### config.mk
export PLATFORM = sky130hd
export DESIGN_NAME = burst_line_adaptor
export DESIGN_NICKNAME = d
export VERILOG_FILES = /design/src/rtl/burst_line_adaptor.sv
export SDC_FILE = /design/constraint.sdc
export NUM_CORES = 1
export LEC_CHECK = 0
export ABC_AREA = 1
export BUFFER_PORTS_ARGS = -buffer_cell sky130_fd_sc_hd__buf_2
export CAP_MARGIN = 30
export CORE_AREA = 2 2 281 283
export DETAILED_ROUTE_END_ITERATION = 10
export DIE_AREA = 0 0 283 285
export HOLD_SLACK_MARGIN = 0.15
export PLACE_DENSITY = 0.55
export SKIP_LAST_GASP = 1
export SLEW_MARGIN = 30
export SYNTH_ARGS = -nofsm -noshare
export SYNTH_HDL_FRONTEND = slang
export SYNTH_SLANG_ARGS = --single-unit
### constraint.sdc
create_clock -name clk -period 4.5 [get_ports clk]
set_input_delay 0.675 -clock clk [delete_from_list [all_inputs] [get_ports clk]]
set_output_delay 0.675 -clock clk [all_outputs]
set_load 0.1 [all_outputs]
### src/rtl/burst_line_adaptor.sv
// burst_line_adaptor
//   Bridges a cache that moves one LINE_W-bit line per request to a memory port
//   that moves BEATS = LINE_W/BURST_W beats of BURST_W bits. A read gathers the
//   beats into line_o. A write splits the latched line onto burst_o. One
//   transaction runs at a time: IDLE -> XFER -> DONE -> IDLE.
//
//   Optional feature: define CRITICAL_WORD_FIRST_EN for critical-word-first beat
//   ordering. The first beat is the one holding the requested address, and the
//   rest follow in wrap order. Without the macro, beats run 0..BEATS-1 and the
//   memory address is fully line-aligned.
//
// Ports
//   clk, reset_n            clock (rising edge), asynchronous active-low reset
//   line_i                  write line from cache, latched when the request is taken
//   line_o                  assembled read line (registered)
//   address_i               request byte address
//   read_i / write_i        level requests held until resp_o; write_i wins
//   resp_o                  one-cycle completion pulse to cache
//   busy_o                  transaction in flight (XFER or DONE)
//   burst_i                 read beat from memory
//   burst_o                 write beat to memory (registered)
//   address_o               memory address (registered)
//   read_o / write_o        memory strobes, held for the whole transfer
//   resp_i                  memory beat acknowledge
module burst_line_adaptor #(
   parameter int unsigned LINE_W  = 256,
   parameter int unsigned BURST_W = 64,
   parameter int unsigned ADDR_W  = 32
) (
   input  logic               clk,
   input  logic               reset_n,
   input  logic [LINE_W-1:0]  line_i,
   output logic [LINE_W-1:0]  line_o,
   input  logic [ADDR_W-1:0]  address_i,
   input  logic               read_i,
   input  logic               write_i,
   output logic               resp_o,
   output logic               busy_o,
   input  logic [BURST_W-1:0] burst_i,
   output logic [BURST_W-1:0] burst_o,
   output logic [ADDR_W-1:0]  address_o,
   output logic               read_o,
   output logic               write_o,
   input  logic               resp_i
);

   localparam int unsigned BEATS  = LINE_W / BURST_W;
   localparam int unsigned CNT_W  = $clog2(BEATS);
   localparam int unsigned OFF_W  = $clog2(LINE_W / 8);
   localparam int unsigned BOFF_W = $clog2(BURST_W / 8);
`ifdef CRITICAL_WORD_FIRST_EN
   localparam int unsigned ALIGN_W = BOFF_W;
`else
   localparam int unsigned ALIGN_W = OFF_W;
`endif
   localparam logic [ADDR_W-1:0] ADDR_MASK = {ADDR_W{1'b1}} << ALIGN_W;

   // Reject geometries where the line is not a power-of-two number (>= 2) of beats.
   if ((LINE_W % BURST_W) != 0 || BEATS < 2 || (BEATS & (BEATS - 1)) != 0) begin : g_bad_geometry
      $error("burst_line_adaptor: LINE_W/BURST_W must be a power of two >= 2");
   end

   typedef enum logic [1:0] {S_IDLE, S_XFER, S_DONE} state_t;

   state_t state_q, state_d;

   logic                            op_write_q, op_write_d;
   logic [BEATS-1:0][BURST_W-1:0]   wline_q, wline_d;
   logic [BEATS-1:0][BURST_W-1:0]   rline_q, rline_d;
   logic [CNT_W-1:0]                cnt_q, cnt_d;
   logic [CNT_W-1:0]                start_q, start_d;
   logic [CNT_W-1:0]                idx_q, idx_d;
   logic [ADDR_W-1:0]               addr_d;
   logic [BURST_W-1:0]              burst_d;
   logic                            read_d, write_d, resp_d, busy_d;

   // The beat index wraps naturally in CNT_W bits, which gives the wrap order.
   assign idx_q  = start_q + cnt_q;
   assign line_o = rline_q;

   // State register
   always_ff @(posedge clk or negedge reset_n) begin
      if (!reset_n) state_q <= S_IDLE;
      else          state_q <= state_d;
   end

   // Next-state logic
   always_comb begin
      state_d = state_q;
      case (state_q)
         S_IDLE:  if (write_i || read_i) state_d = S_XFER;
         S_XFER:  if (resp_i && cnt_q == CNT_W'(BEATS - 1)) state_d = S_DONE;
         S_DONE:  state_d = S_IDLE;
         default: state_d = S_IDLE;
      endcase
   end

   // Output and datapath next values. Outputs are computed from the next state
   // so that they are registered and line up with the state they describe.
   always_comb begin
      op_write_d = op_write_q;
      wline_d    = wline_q;
      rline_d    = rline_q;
      cnt_d      = cnt_q;
      start_d    = start_q;
      addr_d     = address_o;
      idx_d      = '0;
      read_d     = 1'b0;
      write_d    = 1'b0;
      resp_d     = 1'b0;
      busy_d     = 1'b0;
      burst_d    = '0;

      case (state_q)
         S_IDLE: begin
            if (write_i || read_i) begin
               op_write_d = write_i;
               wline_d    = line_i;
               cnt_d      = '0;
               addr_d     = address_i & ADDR_MASK;
`ifdef CRITICAL_WORD_FIRST_EN
               start_d    = CNT_W'(address_i >> BOFF_W);
`else
               start_d    = '0;
`endif
            end
         end
         S_XFER: begin
            if (resp_i) begin
               if (!op_write_q) rline_d[idx_q] = burst_i;
               cnt_d = cnt_q + 1'b1;
            end
         end
         default: ;
      endcase

      idx_d  = start_d + cnt_d;
      busy_d = (state_d != S_IDLE);
      resp_d = (state_d == S_DONE);
      if (state_d == S_XFER) begin
         read_d  = !op_write_d;
         write_d = op_write_d;
         if (op_write_d) burst_d = wline_d[idx_d];
      end
   end

   // Datapath and output registers
   always_ff @(posedge clk or negedge reset_n) begin
      if (!reset_n) begin
         op_write_q <= 1'b0;
         wline_q    <= '0;
         rline_q    <= '0;
         cnt_q      <= '0;
         start_q    <= '0;
         address_o  <= '0;
         burst_o    <= '0;
         read_o     <= 1'b0;
         write_o    <= 1'b0;
         resp_o     <= 1'b0;
         busy_o     <= 1'b0;
      end else begin
         op_write_q <= op_write_d;
         wline_q    <= wline_d;
         rline_q    <= rline_d;
         cnt_q      <= cnt_d;
         start_q    <= start_d;
         address_o  <= addr_d;
         burst_o    <= burst_d;
         read_o     <= read_d;
         write_o    <= write_d;
         resp_o     <= resp_d;
         busy_o     <= busy_d;
      end
   end

endmodule

; ---- After elaboration in Yosys (flattened, before gate mapping)
; Cells that the tools add are included.
; Widths: inputs -> output; s select.
[totals]
regBits = 614
out_inout_bits = 356
input_bits = 357
[op_classes]
add_sub_neg = 3
n_reduce_logical = 8
n_lt_le_gt_ge = 3
n_bitwise = 1
mux = 21
eq_ne = 4
[ops]
columns = operator, n
row1 = $mux 256, 2
row2 = $bwmux 256, 1
row3 = $mux 64, 4
row4 = $bmux 64 s2, 1
row5 = $demux 64 s2, 1
row6 = $mux 2, 6
row7 = $pmux 2 s2, 2
row8 = $lt 2x3->1 const B, 2
row9 = $add 2x2->2, 2
row10 = $eq 2x1->1 const B, 2
row11 = $eq 2x2->1 const B, 2
row12 = $mux 1, 4
row13 = $reduce_and 3->1, 1
row14 = $add 2x1->2 const B, 1
row15 = $ge 2x1->1 const B, 1
row16 = $logic_and 1x1->1, 2
row17 = $logic_not 2->1, 1
row18 = $reduce_and 2->1, 1
row19 = $reduce_bool 2->1, 1
row20 = $logic_not 1->1, 1
row21 = $logic_or 1x1->1, 1
row22 = $not 1->1, 1

; ---- Longest topological paths before layout
; Gate-level depths: netlist (run 1).
[depth]
ltp_word = 8
mapped_depth = 17

; ---- Worst setup path after synthesis (run 1)
; No wires, ideal clock.
[synth_timing]
path_kind = input -> register
startpoint = in write_i
endpoint = reg burst_o[31]
path_buffers = 5
cell_stages = 17
setup_slack_ns = 1.609
t_arrival_ns = 2.772
setup_time_ns = 0.119
cell_sequence = clkinv_1 > nand2_1 > nand2_4 > inv_4 > buf_6 > buf_2 > buf_2 > nor2_1 > ha_1 > inv_1 > clkbuf_1 > clkbuf_1 > nand3_1 > nand2_1 > nand3_1 > nand2_1 > nor2_1
[synth_via]
elab_chain_cells = 8
elab_cells_between_ends = 17
cone_classes = add/sub: 1 / eq/ne: 1 / mux: 14 / reduce/logical: 1
[synth_rtl]
columns = item, line
row1 = from (decl), 36  ; input logic write_i,
row2 = $logic_or 1x1->1, 116  ; if (write_i || read_i) begin
row3 = $mux 2, 116
row4 = $pmux 2 s2, 114  ; case (state_q)
row5 = named net cnt_d[0], 70  ; logic [CNT_W-1:0] cnt_q, cnt_d;
row6 = $add 2x2->2, 137  ; idx_d = start_d + cnt_d;
row7 = $bmux 64 s2, 143  ; if (op_write_d) burst_d = wline_d[idx_d];
row8 = $mux 64 (implied by the code), 143
row9 = $mux 64, 143
row10 = $mux 64, 140  ; if (state_d == S_XFER) begin
row11 = named net burst_d[31], 74  ; logic [BURST_W-1:0] burst_d;
row12 = to (signal assigned), 168  ; burst_o <= burst_d;
row13 = to (decl), 40  ; output logic [BURST_W-1:0] burst_o,
; The timed path passes the listed nets, and every way through them passes these cells. The select of a mux whose other input is x is not followed.
; A chain may end at the register's enable or synchronous reset.

; ---- Worst setup path in the final report (run 1)
[layout_timing]
startpoint = reg state_q[0]
endpoint = reg burst_o[54]
[layout_via]
elab_chain_cells = 7
elab_cells_between_ends = 15
cone_classes = add/sub: 1 / eq/ne: 2 / mux: 11 / reduce/logical: 1
[layout_rtl]
columns = item, line
row1 = from (decl), 65  ; state_t state_q, state_d;
row2 = from (signal assigned), 84  ; else state_q <= state_d;
row3 = $eq 2x1->1 or $logic_not 2->1 (tied branches), 114
row4 = $pmux 2 s2 (*), 114
row5 = named net cnt_d[0], 70
row6 = $add 2x2->2 (*), 137
row7 = $bmux 64 s2 (*), 143
row8 = $mux 64 (implied by the code) (*), 143
row9 = $mux 64 (*), 143
row10 = $mux 64 (*), 140
row11 = named net burst_d[54], 74
; The timed path passes the listed nets; every way through them passes the cells marked *. The select of a mux whose other input is x is not followed.

==> results of run 1 <==
registers in the layout (all words and copies together), names as in the netlist, 2 cells and up:
name,cells
state_q,2
burst_o,64
wline_q,256
line_o,256
address_o,27
cnt_q,2
start_q,2
cell type report:
type / count / area share [%]
timing repair buffer: 746 / 12.5
multi-input combinational: 2051 / 27.0
antenna: 13 / 0.101
tap: 1050 / 4.10
clock buffer: 104 / 6.45
clock inverter: 22 / 0.905
sequential: 614 / 47.9
inverter: 87 / 1.04
cell usage after synthesis:
cell type / instances
nand3b_1: 1
buf_4: 15
clkbuf_2: 11
nor2_1: 68
inv_2: 3
xor2_1: 1
nor2_4: 1
inv_4: 1
buf_6: 4
buf_2: 137
clkinv_1: 1
o21ai_2: 1
o21ai_0: 199
nand2_1: 1318
buf_1: 6
a21oi_1: 67
nand2_4: 1
xnor2_1: 1
clkbuf_1: 27
nor2_2: 2
ha_1: 3
nand3_1: 321
o21ai_1: 58
inv_1: 82
conb_1: 1
or2_1: 1
dfrtp_1: 614
and2_1: 2
nand2_2: 1
critical path, cell delays in order, from the launching register on:
cell	delay, ns
dfrtp_1	0.42
nor2_4	0.19
nand2_8	0.28
inv_6	0.45
nor2_1	0.17
ha_4	0.29
inv_4	0.52
buf_4	0.43
nand3_1	0.12
nand2_1	0.09
nand3_1	0.08
nand2_1	0.07
nor2_1	0.05
metrics by stage:
stage	setup WS, ns	utilization (%)	cell area (um^2)	cells
floorplan	1.61	-	25300	2952
global placement	0.709	38.0	29600	4546
detailed placement	0.723	38.0	29600	4546
CTS	1.05	41.0	32000	4673
global route	0.830	41.1	32100	4678
finish	1.14	41.1	32100	4687
kinds of logic after synthesis:
| group | after synthesis | synth area share (%) |
|---|---|---|
| and+or+nand+nor | 1716 | 27.2 |
| xor gates and xnor gates | 2 | 0.0693 |
| AOI/OAI and AO/OA | 325 | 6.45 |
| DFF | 614 | 60.8 |
| adders and majority gates | 3 | 0.148 |
| buffers and inverters | 287 | 5.34 |
| other | 1 | 0.0148 |
what timing repair did:
action	4_1_cts	5_1_grt
endpoints found under the hold margin	61	0
hold buffers	1	0
setup endpoints to repair	0	0
final timing paths:
kind                                         from                   endpoint  cells after the start
setup / recovery             state_q[0]$_DFF_PN0_      burst_o[54]$_DFF_PN0_                     12
hold / removal                      address_i[13]  address_o[13]$_DFFE_PN0P_                      3
setup reg to reg             state_q[0]$_DFF_PN0_      burst_o[54]$_DFF_PN0_                     12
hold reg to reg            wline_q[104]$_DFF_PN0_     wline_q[104]$_DFF_PN0_                      2
max in group asynchronous                 reset_n     line_o[80]$_DFFE_PN0P_                      3
min in group asynchronous                 reset_n      wline_q[19]$_DFF_PN0_                      2
per-layer routing:
layer / part of all wire (%) / vias up
li1: - / 10610
met1: 42 / 10101
met2: 47 / 622
met3: 7.9 / 181
met4: 2.8 / 68
met5: 0.55 / -
==> metrics.md, run 1 <==
| Metric | Value |
|---|---|
| Initial antenna violation count | 49 |
| Most common cell after layout, fill and taps aside | nand2_1 |
| Sequential share of the synthesized area | 60.8% |
| Mapped Avg Cell Area | 8.58 um^2 |
| Post-layout min period | 3.36 ns |
| Die X | 283 um |
| Most frequent cells in the layout | 1312 x nand2_1, 701 x buf_2, 614 x dfrtp_1, 320 x nand3_1, 199 x o21ai_0 |
| Num rows | 103 |
| Gpl congestion | 0.848 |
| Outcome | completed |
| Fmax | 298 MHz |
| Routed Antenna Nets | 0 |
| Die area | 80700 um^2 |
| Grt met2 use | 33.9% |
| Min-Delay Path Class | in2reg |
| Setup Total Neg Slack | 0 ns |
| Busiest grt layer | met2 |
| H-tree levels | 3 |
| Clk_skew | 0.0292 ns |
| Ports | 713 |
| Clk Latency, worst-skew pair | 0.63 ns |
| Wire per inst | 18.4 um |
| Port Buffer Count | 702 |
| Synth top area cells | dfrtp_1 61%, nand2_1 20%, nand3_1 6.4% |
| RSZ-0062 raised after global routing | false |
| CTS buffer count | 70 |
| Post-synthesis cell count | 2948 |
| DR pass1 iterations | 6 |
| Tot GR Track Use | 21.1% |
| Worst-path clk slew | 0.06 ns |
| Dpl hpwl | 59.2 mm |
| Sinks on Clock Net | 614 |
| GRT met3 Usage | 7.37% |
| Routed Wire Length | 86.4 mm |
| Synth warn | 0 |
| Synth cell types | 29 |
| Final setup violation count | 0 |
| Drt drc | 0 |
| WP data required | 5.00 ns |
| Final nets | 3930 |
| CTS tree | done |
| Synth Register Bits | 614 |
| Share of cells above drive strength 1 | 24.1% |
| CP Capture Type | flop |
| Fin. max-slew vios | 0 |
| Reg-to-reg setup timing slack | 1.14 ns |
| Cts repair resizes | 0 |
| Critical path class | reg2reg |
| Area of the multi-input gates | 8660 um^2 |
| Starting density of the core | 32.4% |
| Synth top area share | 60.8% |
| Final Hold Vio Count | 0 |
| Layout fillers | 7961 |
| Iter 0 DRT Violations | 1389 |
| Core ar. | 78000 um^2 |
| Fin crit share | 74.6% |
| Setup Buffers After CTS | 0 |
| Slew margin rel. | 39.1% |
| Die Span Y | 285 um |
| Root Buffer | clkbuf_16 |
| Hold WS | 0.244 ns |
| Leading area contributor after synthesis | dfrtp_1 |
| Largest net degree at the start of global routing | 172 |
| Total grt overflow | 0 |
| Max-cap violations | 0 |
| Vias | 21582 |
| First-pass GRT wire length | 132 mm |
| Vias in the first global route | 21026 |
| Routing usage on met1 | 26.7% |
| Synthesized cell area | 25300 um^2 |
| Crit path max fanout | 60 |
| DR vias/cell | 4.60 |
| Layout Area Growth over Synthesis | 26.9% |
| Storage cell area | 15400 um^2 |
| Worst-Margin Slew | 0.914 ns |
| WP data arrival | 3.86 ns |
| Startpoint type of the worst setup path | flop |
| CTS max path bufs | 3 |
Power of run 1 is left out: the tool's default activity adds up to more than one toggle a clock period on the data nets, which glitch-free logic cannot reach.
==> run 2: changes to the inputs <==
--- a/config.mk
+++ b/config.mk
@@ -8,11 +8,11 @@
 export ABC_AREA = 1
 export BUFFER_PORTS_ARGS = -buffer_cell sky130_fd_sc_hd__buf_2
 export CAP_MARGIN = 30
-export CORE_AREA = 2 2 281 283
+export CORE_AREA = 2 2 275 277
 export DETAILED_ROUTE_END_ITERATION = 10
-export DIE_AREA = 0 0 283 285
+export DIE_AREA = 0 0 277 279
 export HOLD_SLACK_MARGIN = 0.15
-export PLACE_DENSITY = 0.55
+export PLACE_DENSITY = 0.57
 export SKIP_LAST_GASP = 1
 export SLEW_MARGIN = 30
 export SYNTH_ARGS = -nofsm -noshare
==> constraint.sdc (replaced) <==
create_clock -name clk -period 3.5 [get_ports clk]
set_input_delay 0.525 -clock clk [delete_from_list [all_inputs] [get_ports clk]]
set_output_delay 0.525 -clock clk [all_outputs]
set_load 0.1 [all_outputs]
==> run 2 against run 1 <==
Compared with the run above: fmax is 23% higher; final cell count is 1.7% higher; setup slack worse by 0.37 ns; worst hold slack worse by 0.055 ns; non-clock buffer count is 162 higher; design area is 5.3% higher; first-iteration DRC count is 4.2% higher; clock skew is 0.0042 ns lower; register-to-register slack worse by 0.37 ns; via count is 4.5% higher; critical path depth stayed put; critical path type unchanged; largest cell class unchanged; highest routed layer unchanged.
==> metrics.md, run 2 (synthesized netlist as in run 1, its figures left out) <==
| Metric | Value |
|---|---|
| Outcome | completed (unchanged) |
| Wire per inst | 18.4 um (about the same) |
| CTS tree | done (unchanged) |
| Total grt overflow | 0 (unchanged) |
| Crit path max fanout | 128 (was 60) |
| Hold_sp | line_i[76] (was address_i[13]) |
| Final nets | 4093 (was 3930) |
| Setup Buffers After CTS | 0 (unchanged) |
| Die Span Y | 279 um (was 285 um) |
| Core ar. | 74100 um^2 (was 78000 um^2) |
| Starting density of the core | 34.1% (was 32.4%) |
| Routed Antenna Nets | 0 (unchanged) |
| Fmax | 366 MHz (was 298 MHz) |
| Post-layout min period | 2.73 ns (was 3.36 ns) |
| Worst path bufs/invs | 2 (was 3) |
| Clk_skew | 0.0250 ns (was 0.0292 ns) |
| WP data required | 3.98 ns (was 5.00 ns) |
| Reg-to-reg setup timing slack | 0.77 ns (was 1.14 ns) |
| Hold endpoint | wline_q[76]$_DFF_PN0_ (was address_o[13]$_DFFE_PN0P_) |
| Port Buffer Count | 702 (unchanged) |
| Worst Reg2Reg Path Length in Cells | 12 (unchanged) |
| Slowest cell on crit path | dfrtp_1 (was inv_4) |
| Most common cell after layout, fill and taps aside | nand2_1 (unchanged) |
| Die area | 77300 um^2 (was 80700 um^2) |
| Worst Hold Path Cells | 3 (unchanged) |
| Reg-to-Reg Start | state_q[1]$_DFF_PN0_ (was state_q[0]$_DFF_PN0_) |
| Vias | 22549 (was 21582) |
| Die X | 277 um (was 283 um) |
| CTS max path bufs | 3 (unchanged) |
| Critical path class | reg2reg (unchanged) |
| Most frequent cells in the layout | 1312 x nand2_1, 701 x buf_2, 614 x dfrtp_1, 320 x nand3_1, 199 x o21ai_0 (unchanged) |
| Final setup violation count | 0 (unchanged) |
| Routed Wire Length | 87.9 mm (was 86.4 mm) |
| Max-cap violations | 0 (unchanged) |
| R2R Path End | burst_o[40]$_DFF_PN0_ (was burst_o[54]$_DFF_PN0_) |
| Fin crit share | 78.0% (was 74.6%) |
| Min-Delay Path Class | in2reg (unchanged) |
| Drt drc | 0 (unchanged) |
| Layout Area Growth over Synthesis | 33.5% (was 26.9%) |
| First-pass GRT wire length | 134 mm (was 132 mm) |
| DR vias/cell | 4.73 (was 4.60) |
| Final Hold Vio Count | 0 (unchanged) |
| Dpl hpwl | 60.5 mm (was 59.2 mm) |
| Layout fillers | 7333 (was 7961) |
| Gpl congestion | 0.896 (was 0.848) |
| DR pass1 iterations | 5 (was 6) |
| Share of cells above drive strength 1 | 23.2% (was 24.1%) |
| Fin. max-slew vios | 0 (unchanged) |
| Largest net degree at the start of global routing | 221 (was 172) |
| Num rows | 100 (was 103) |
| Worst-path clk slew | 0.06 ns (about the same) |
| Max incr delay on CP | 0.41 ns (was 0.52 ns) |
| Ports | 713 (unchanged) |
| CP Cell Sequence | inv_2 -> nand2_2 -> nor2_2 -> xor2_1 -> nor2_1 -> ha_4 -> buf_12 -> nand3_1 -> nand2_1 -> nand3_1 -> nand2_1 -> nor2_1 (was nor2_4 -> nand2_8 -> inv_6 -> nor2_1 -> ha_4 -> inv_4 -> buf_4 -> nand3_1 -> nand2_1 -> nand3_1 -> nand2_1 -> nor2_1) |
| Vias in the first global route | 22241 (was 21026) |
| Hold WS | 0.189 ns (was 0.244 ns) |
| H-tree levels | 3 (unchanged) |
| Clk Latency, worst-skew pair | 0.61 ns (was 0.63 ns) |
| Root Buffer | clkbuf_16 (unchanged) |
| Sinks on Clock Net | 614 (unchanged) |
| Setup Total Neg Slack | 0 ns (unchanged) |
| CP Capture Type | flop (unchanged) |
| Initial antenna violation count | 38 (was 49) |
| Slew margin rel. | 39.0% (was 39.1%) |
| WP data arrival | 3.21 ns (was 3.86 ns) |
| RSZ-0062 raised after global routing | false (unchanged) |
| CTS buffer count | 71 (was 70) |
| Tot GR Track Use | 22.5% (was 21.1%) |
| Crit path max-delay family | simple AND/OR/NAND/NOR gates (was buffers and inverters) |
| Iter 0 DRT Violations | 1448 (was 1389) |
| Worst-Margin Slew | 0.915 ns (was 0.914 ns) |
| Startpoint type of the worst setup path | flop (unchanged) |
run 2: changes by cell type in the layout (fill, tap and decap cells not counted), sizes merged:
cell,delta
buf,+8
bufinv,+8
clkbuf,-2
clkinv,-7
clkinvlp,-3
diode,-2
dlygate4sd3,+154
inv,+4
run 2: how the worst max path moves through the flow:
stage                    startpoint                    end  slack [ns]  cells after the start
2_1_floorplan               write_i  burst_o[31]$_DFF_PN0_        0.76                     17
3_3_place_gp                 resp_i  burst_o[40]$_DFF_PN0_        0.73                     12
3_5_place_dp                write_i  burst_o[40]$_DFF_PN0_        0.74                     13
4_1_cts        state_q[1]$_DFF_PN0_  burst_o[40]$_DFF_PN0_        0.83                     12
5_1_grt        state_q[1]$_DFF_PN0_  burst_o[40]$_DFF_PN0_        0.60                     12
6_report       state_q[1]$_DFF_PN0_  burst_o[40]$_DFF_PN0_        0.77                     12
run 2: repair_timing:
item | 4_1_cts | 5_1_grt
hold endpoints to repair | 200 | 0
resized for setup | 0 | 0
hold buffers | 155 | 0
run 2: area by class of cell:
class / instances / area [um^2] / share of cell area, %
flip-flops and latches: 614 / 15400 / 45.5
multi-input cells: 2051 / 8660 / 25.6
repair buffers: 908 / 5700 / 16.9
clock buffers: 102 / 2030 / 6.03
well taps: 969 / 1210 / 3.59
clock inverters: 24 / 427 / 1.26
inverters: 87 / 334 / 0.989
diodes: 11 / 27.5 / 0.0815
run 2: worst min-delay path: stages:
cell and delay, ns:
buf_2 0.07, nand3_1 0.09, nand2_1 0.08
run 2: routing by layer:
metal / global-route usage [%] / up-vias / routed length (um)
met3: 7.02 / 183 / 6980
met4: 8.10 / 54 / 2830
met2: 36.6 / 721 / 41300
met5: 0 / - / 330
met1: 28.3 / 10635 / 36400
li1: - / 10956 / -
run 2: through the flow:
stage / util, % / worst slack (ns) / instance area, um^2 / std cells
final: 45.6 / 0.769 / 33800 / 4766
after global routing: 45.6 / 0.604 / 33700 / 4760
after CTS: 45.5 / 0.826 / 33700 / 4754
after detailed placement: 40.1 / 0.738 / 29700 / 4473
after global placement: 40.1 / 0.731 / 29700 / 4473
after floorplan: - / 0.759 / 25300 / 2952
Power of run 2 is left out for the same reason.
